===== src/rtl/seq_pkg.sv =====
// Shared constants for the serial sequence detector slice.
// Status codes driven on y and the y bus width.
package seq_pkg;

  localparam int Y_W = 2;

  localparam logic [Y_W-1:0] ST_FILL  = 2'b00;
  localparam logic [Y_W-1:0] ST_ARMED = 2'b01;
  localparam logic [Y_W-1:0] ST_HIT   = 2'b10;
  localparam logic [Y_W-1:0] ST_SAT   = 2'b11;

endpackage


===== src/rtl/sat_counter.sv =====
// Saturating up-counter, reused by the event counters.
// Ports: clk, rst (sync, active-low), inc, q (count), full (q all-ones).
module sat_counter #(
  parameter int W = 8
) (
  input  logic         clk,
  input  logic         rst,
  input  logic         inc,
  output logic [W-1:0] q,
  output logic         full
);

  assign full = &q;

  always_ff @(posedge clk) begin
    if (!rst) begin
      q <= '0;
    end else if (inc && !full) begin
      q <= q + 1'b1;
    end
  end

endmodule


===== src/rtl/seq_detect_param.sv =====
// Parametrised serial pattern detector with saturating match count.
// Ports: clk, rst (sync, active-low), en, x in; match, count, y out.
module seq_detect_param
  import seq_pkg::*;
#(
  parameter int LEN     = 4,
  parameter     PATTERN = 4'b1011,
  parameter bit OVERLAP = 1'b1,
  parameter int COUNT_W = 8
) (
  input  logic               clk,
  input  logic               rst,
  input  logic               en,
  input  logic               x,
  output logic               match,
  output logic [COUNT_W-1:0] count,
  output logic [Y_W-1:0]     y
);

  if ($bits(PATTERN) != LEN || LEN < 2) begin : g_bad_cfg
    $error("seq_detect_param: PATTERN width must equal LEN >= 2");
  end

  localparam int             FW    = $clog2(LEN + 1);
  localparam logic [FW-1:0]  LEN_F = FW'(LEN);
  localparam logic [LEN-1:0] PAT   = PATTERN[LEN-1:0];

  logic [LEN-1:0]     hist;
  logic [LEN-1:0]     hist_n;
  logic [LEN-1:0]     hist_d;
  logic [FW-1:0]      fill;
  logic [FW-1:0]      fill_n;
  logic [FW-1:0]      fill_d;
  logic               hit;
  logic               full;
  logic               sat_d;
  logic [COUNT_W-1:0] cnt_inc;
  logic [Y_W-1:0]     y_d;

  sat_counter #(
    .W (COUNT_W)
  ) u_cnt (
    .clk  (clk),
    .rst  (rst),
    .inc  (hit),
    .q    (count),
    .full (full)
  );

  always_comb begin
    hist_n = {hist[LEN-2:0], x};
    fill_n = (fill == LEN_F) ? LEN_F : fill + 1'b1;
    // fill gate keeps the reset-zero history from
    // matching patterns with leading zeros
    hit    = en && (hist_n == PAT) && (fill_n == LEN_F);
    hist_d = en ? hist_n : hist;
    fill_d = fill;
    if (en) begin
      fill_d = (hit && !OVERLAP) ? '0 : fill_n;
    end
  end

  // y reflects post-edge count/match/fill, so it
  // looks ahead at the counter's next value
  always_comb begin
    cnt_inc = count + 1'b1;
    sat_d   = full || (hit && (&cnt_inc));
    if (sat_d) begin
      y_d = ST_SAT;
    end else if (hit) begin
      y_d = ST_HIT;
    end else if (fill_d == LEN_F) begin
      y_d = ST_ARMED;
    end else begin
      y_d = ST_FILL;
    end
  end

  always_ff @(posedge clk) begin
    if (!rst) begin
      hist  <= '0;
      fill  <= '0;
      match <= 1'b0;
      y     <= ST_FILL;
    end else begin
      hist  <= hist_d;
      fill  <= fill_d;
      match <= hit;
      y     <= y_d;
    end
  end

endmodule


===== config.mk =====
export PLATFORM = sky130hd
export DESIGN_NAME = seq_detect_param
export DESIGN_NICKNAME = d
export VERILOG_FILES = /design/src/rtl/seq_pkg.sv /design/src/rtl/sat_counter.sv /design/src/rtl/seq_detect_param.sv
export SDC_FILE = /design/constraint.sdc
export NUM_CORES = 1
export LEC_CHECK = 0
export CELL_PAD_IN_SITES_DETAIL_PLACEMENT = 0
export CELL_PAD_IN_SITES_GLOBAL_PLACEMENT = 1
export CORE_ASPECT_RATIO = 1.25
export CORE_MARGIN = 8
export CORE_UTILIZATION = 25
export DETAILED_ROUTE_END_ITERATION = 16
export HOLD_SLACK_MARGIN = 0.03
export PLACE_DENSITY_LB_ADDON = 0.1
export SLEW_MARGIN = 10
export SYNTH_ARGS = -nofsm -noshare
export SYNTH_HDL_FRONTEND = slang
export SYNTH_SLANG_ARGS = --single-unit
export TNS_END_PERCENT = 50

===== constraint.sdc =====
create_clock -name clk -period 2.8 [get_ports clk]
set_input_delay 0.28 -clock clk [delete_from_list [all_inputs] [get_ports clk]]
set_output_delay 0.28 -clock clk [all_outputs]
set_load 0.05 [all_outputs]

---- After elaboration in Yosys (flattened, before gate mapping) ----
Index checks and enable logic that the tools add are counted.
storage, ports and cells
  bits in registers ....................... 17
  input bits .............................. 4
  output and inout port bits .............. 11
  word-level logic and storage cells ...... 24
cells by class
  add/sub/neg operators ................... 2
  equality and inequality tests ........... 4
  muxes and demuxes ....................... 5
  reductions and logical operators ........ 8
operators by type and width
  operator               number
  $reduce_and A8 Y1      2
  $eq A3 B3 Y1 const B   3
  $add A8 B1 Y8 const B  1
  $mux W3                2
  $eq A4 B4 Y1 const B   1
  $logic_and A1 B1 Y1    4
  $mux W2                2
  $add A3 B1 Y3 const B  1
  $logic_not A1 Y1       1
  $logic_or A1 B1 Y1     1
  $mux W1                1

---- Logic depth before layout (Yosys ltp) ----
  depth in word-level cells ............... 7
  depth in mapped cells ................... 7

---- Modules after synthesis ----
From an unflattened synthesis, not the netlist that was laid out.
unflattened totals
  cell total of the unflattened synthesis .. 97
  area total of the unflattened synthesis .. 885.8 sq um
by module, submodules not included
  module            times used  cells each  area an instance (sq um)  seq. area each (sq um)
  seq_detect_param  1           48          470.5                     180.2
  sat_counter       1           49          415.4                     160.2

---- Worst setup path after synthesis ----
No wires, ideal clock.
  kind .................................... reg-to-reg
  from .................................... reg fill[0]
  to ...................................... reg u_cnt.q[2]
  arrival ................................. 1.860 ns
  required time ........................... 2.729 ns
  path slack .............................. 0.869 ns
  cell stages (with the launch flop) ...... 7
  cells stage by stage .................... dfxtp_1 > inv_1 > ha_1 > or3b_1 > clkbuf_2 > or4_1 > a21oi_1
between the ends
  word-level cells in the longest chain between the ends .. 5
  elaborated cells between the ends (all ways) .. 6
  those cells by class .................... add/sub: 1; eq/ne: 2; mux: 1; reduce/logical: 2
ends and longest elaborated chain
  element                                               RTL line                text
  from (decl)                                           seq_detect_param.sv:31  logic [FW-1:0] fill;
  from (signal assigned)                                seq_detect_param.sv:87  fill <= fill_d;
  $add A3 B1 Y3 / $eq A3 B3 Y1 (equally long branches)  seq_detect_param.sv:52  fill_n = (fill == LEN_F) ? LEN_F : fill + 1'b1;
  $mux W3 *                                             seq_detect_param.sv:52
  $eq A3 B3 Y1 *                                        seq_detect_param.sv:55  hit = en && (hist_n == PAT) && (fill_n == LEN_F);
  $logic_and A1 B1 Y1 *                                 seq_detect_param.sv:55
  $logic_and A1 B1 Y1 *                                 sat_counter.sv:18       end else if (inc && !full) begin
  to (signal assigned)                                  sat_counter.sv:19       q <= q + 1'b1;
  to (decl)                                             sat_counter.sv:9        output logic [W-1:0] q,
Mark *: on every way between the ends. The rest lies on a longest branch, timed or not.
A chain may end at the register's enable or synchronous reset.

---- Worst setup path after layout ----
Same ends and word-level chain as after synthesis.

==> out/qor.txt <==
Tot Pwr -> 0.472 mW
CTS Buf Count -> 3
Pre-antenna DRT Iters -> 4
Min cycle time layout -> 2.08 ns
Max Cap Viol -> 0
Pwr/cell area -> 425 nW/µm²
Die Wd -> 69.1 µm
First-pass GRT wire length -> 4.01 mm
Port-buffer cells -> 14
Clk pin slew, worst setup/hold paths -> 0.07 ns
Cts hold-fix bufs -> 0
Setup-failing EPs final -> 0
Residual DRC -> 0
Number of antenna violations at the first check in global routing -> 0
Routability Congestion -> 0.674
Final worst-path cycle share -> 74.3%
I/O pins -> 15
Worst EP arrival -> 2.26 ns
Gate Count Post-Synth -> 99
Hold Path Class -> register to register
Worst rel slew slack -> 66.3%
Syn_nets -> 107
Sequential fraction of the synthesis area -> 38.6%
Clock Path Buffers -> 2
Root Buffer -> clkbuf_8
Share of cells above drive strength 1 -> 7.83%
Critical path class -> register to register
CTS tree -> built
Yosys warning count -> 0
Number of nets in the layout -> 124
Clock Skew -> 0.00537 ns
Synth Register Bits -> 17
Unrepaired setup endpoints after global routing -> false
Vias in the first global route -> 843
Detailed placement HPWL -> 1.79 mm
Fmax -> 0.481 GHz
N_diodes -> 0
CTS Sinks -> 17
Final Slew Violations -> 0
Avg Cell Area, Syn -> 8.91 µm²
Skew-Pair Late Insertion Delay -> 0.25 ns
CORE AREA -> 3420 µm²
Iter 0 DRT Violations -> 31
H-tree levels -> 1
Total setup buffers inserted after CTS -> 0
Area Growth Syn to Fin -> 26.1%
Startpoint Class -> register
Final ANT Viol Nets -> 0
All-Layer GR Usage -> 8.50%
Setup TNS -> 0 ns
Floorplan row count -> 24
Die area -> 5700 µm²
Post-Route WL -> 2.33 mm
Leakage -> 0.392 nW
Vias -> 795
Largest net degree at the start of global routing -> 13
Crit path max fanout -> 8
Crit end category -> register
Post-CTS Resized -> 0
Critical Path RT -> 2.98 ns
Status -> finished, final reports clean
Peak VDD IR -> 0.000232 V
Wire length per cell -> 15.1 µm
Yosys cell types -> 37
Worst Tran Pin Value -> 0.504 ns
Initial Util -> 25.8%
Final hold vios -> 0
Cell Area, Synth -> 882 µm²
Die H -> 82.4 µm
Drt via density -> 5.16
Global route overflow -> 0
kinds of logic after synthesis:
kind of cell | after synthesis | synth area share [%]
AOI/OAI and AO/OA | 22 | 18.6
adders and majority gates | 4 | 5.67
xor gates and xnor gates | 2 | 1.99
buffers and inverters | 9 | 4.82
muxes | 7 | 7.94
and+or+nand+nor | 38 | 22.4
DFF | 17 | 38.6
cells in the mapped netlist (all sizes together):
master   count  area (µm²)
o21a         1        7.51
or3b         1        8.76
xnor2        1        8.76
dfxtp       17         340
and3         3        18.8
xor2         1        8.76
o211ai       1        7.51
a311oi       3        26.3
nor3b        1        7.51
nor2        11        41.3
buf          1        11.3
nand2b       1        6.26
nor4         1        6.26
o21ai        2        10.0
clkbuf       4        16.3
a22oi        1        7.51
nor3         3        15.0
a211o        1        8.76
a211oi       1        7.51
a21oi        4        23.8
inv          4        15.0
o311ai       1        8.76
mux2i        7        70.1
or4          2        15.0
nand3        4        20.0
a31oi        2        12.5
o31ai        2        15.0
nand4        3        18.8
nand4b       1        8.76
ha           4        50.1
o41ai        1        8.76
o221a        1        11.3
nor2b        2        12.5
o2111ai      1        8.76
nand2        5        18.8
per-stage QoR:
step           worst slack (ns)  area, µm²  hold slack (ns)  utilization, %  cells
2_1_floorplan             0.869        882            0.427               -     99
3_3_place_gp              0.723       1070            0.485            31.1    150
3_5_place_dp              0.714       1070            0.499            31.1    150
4_1_cts                   0.695       1110            0.514            32.5    154
5_1_grt                   0.567       1110            0.560            32.5    154
6_report                  0.721       1110            0.510            32.5    154
critical path, cell delays in order (launching register included):
cell	delay, ns
dfxtp_1	0.41
inv_1	0.06
ha_1	0.33
or3b_1	0.53
or4_1	0.54
a21oi_1	0.14
cell type report:
class,count,area [µm²]
clock inverter,1,5.00
sequential,17,340
inverter,4,15.0
clock buffer,3,41.3
tap,39,48.8
fill,403,2310
multi-input combinational,73,499
timing repair buffer,17,163
power by group:
part	total (mW)	internal, mW	switching, mW	leakage (nW)
combinational	0.0402	0.0177	0.0225	0.229
sequential	0.251	0.246	0.00444	0.138
clock	0.181	0.0985	0.0830	0.0255
total	0.472	0.362	0.110	0.392
flip-flops by register name, summed over array words and instances (netlist names):
signal / flops
u_cnt.q: 8
fill: 3
hist: 3
y: 2
match: 1
per-layer routing:
metal | wire length [µm] | track usage, %
met4 | 35 | 3.70
met3 | 68 | 2.03
met2 | 1210 | 15.8
met1 | 1010 | 9.10
met5 | 0 | 0
cell usage in the layout (no fill, tap or decap), types with 4 or more instances in the layout:
cell type / instances
nand2_1: 5
dfxtp_1: 17
ha_1: 4
inv_1: 4
nor2_1: 11
nand3_1: 4
clkdlybuf4s50_1: 14
mux2i_1: 7
worst paths after layout:
check	from	endpoint	slack (ns)	cells past startpoint
setup reg to reg	fill[0]	u_cnt.q[2]	0.72	5
hold / removal	hist[2]	hist[2]	0.51	2
hold reg to reg	hist[2]	hist[2]	0.51	2
setup / recovery	fill[0]	u_cnt.q[2]	0.72	5
Note: power is estimated with default switching activity, not from simulation.
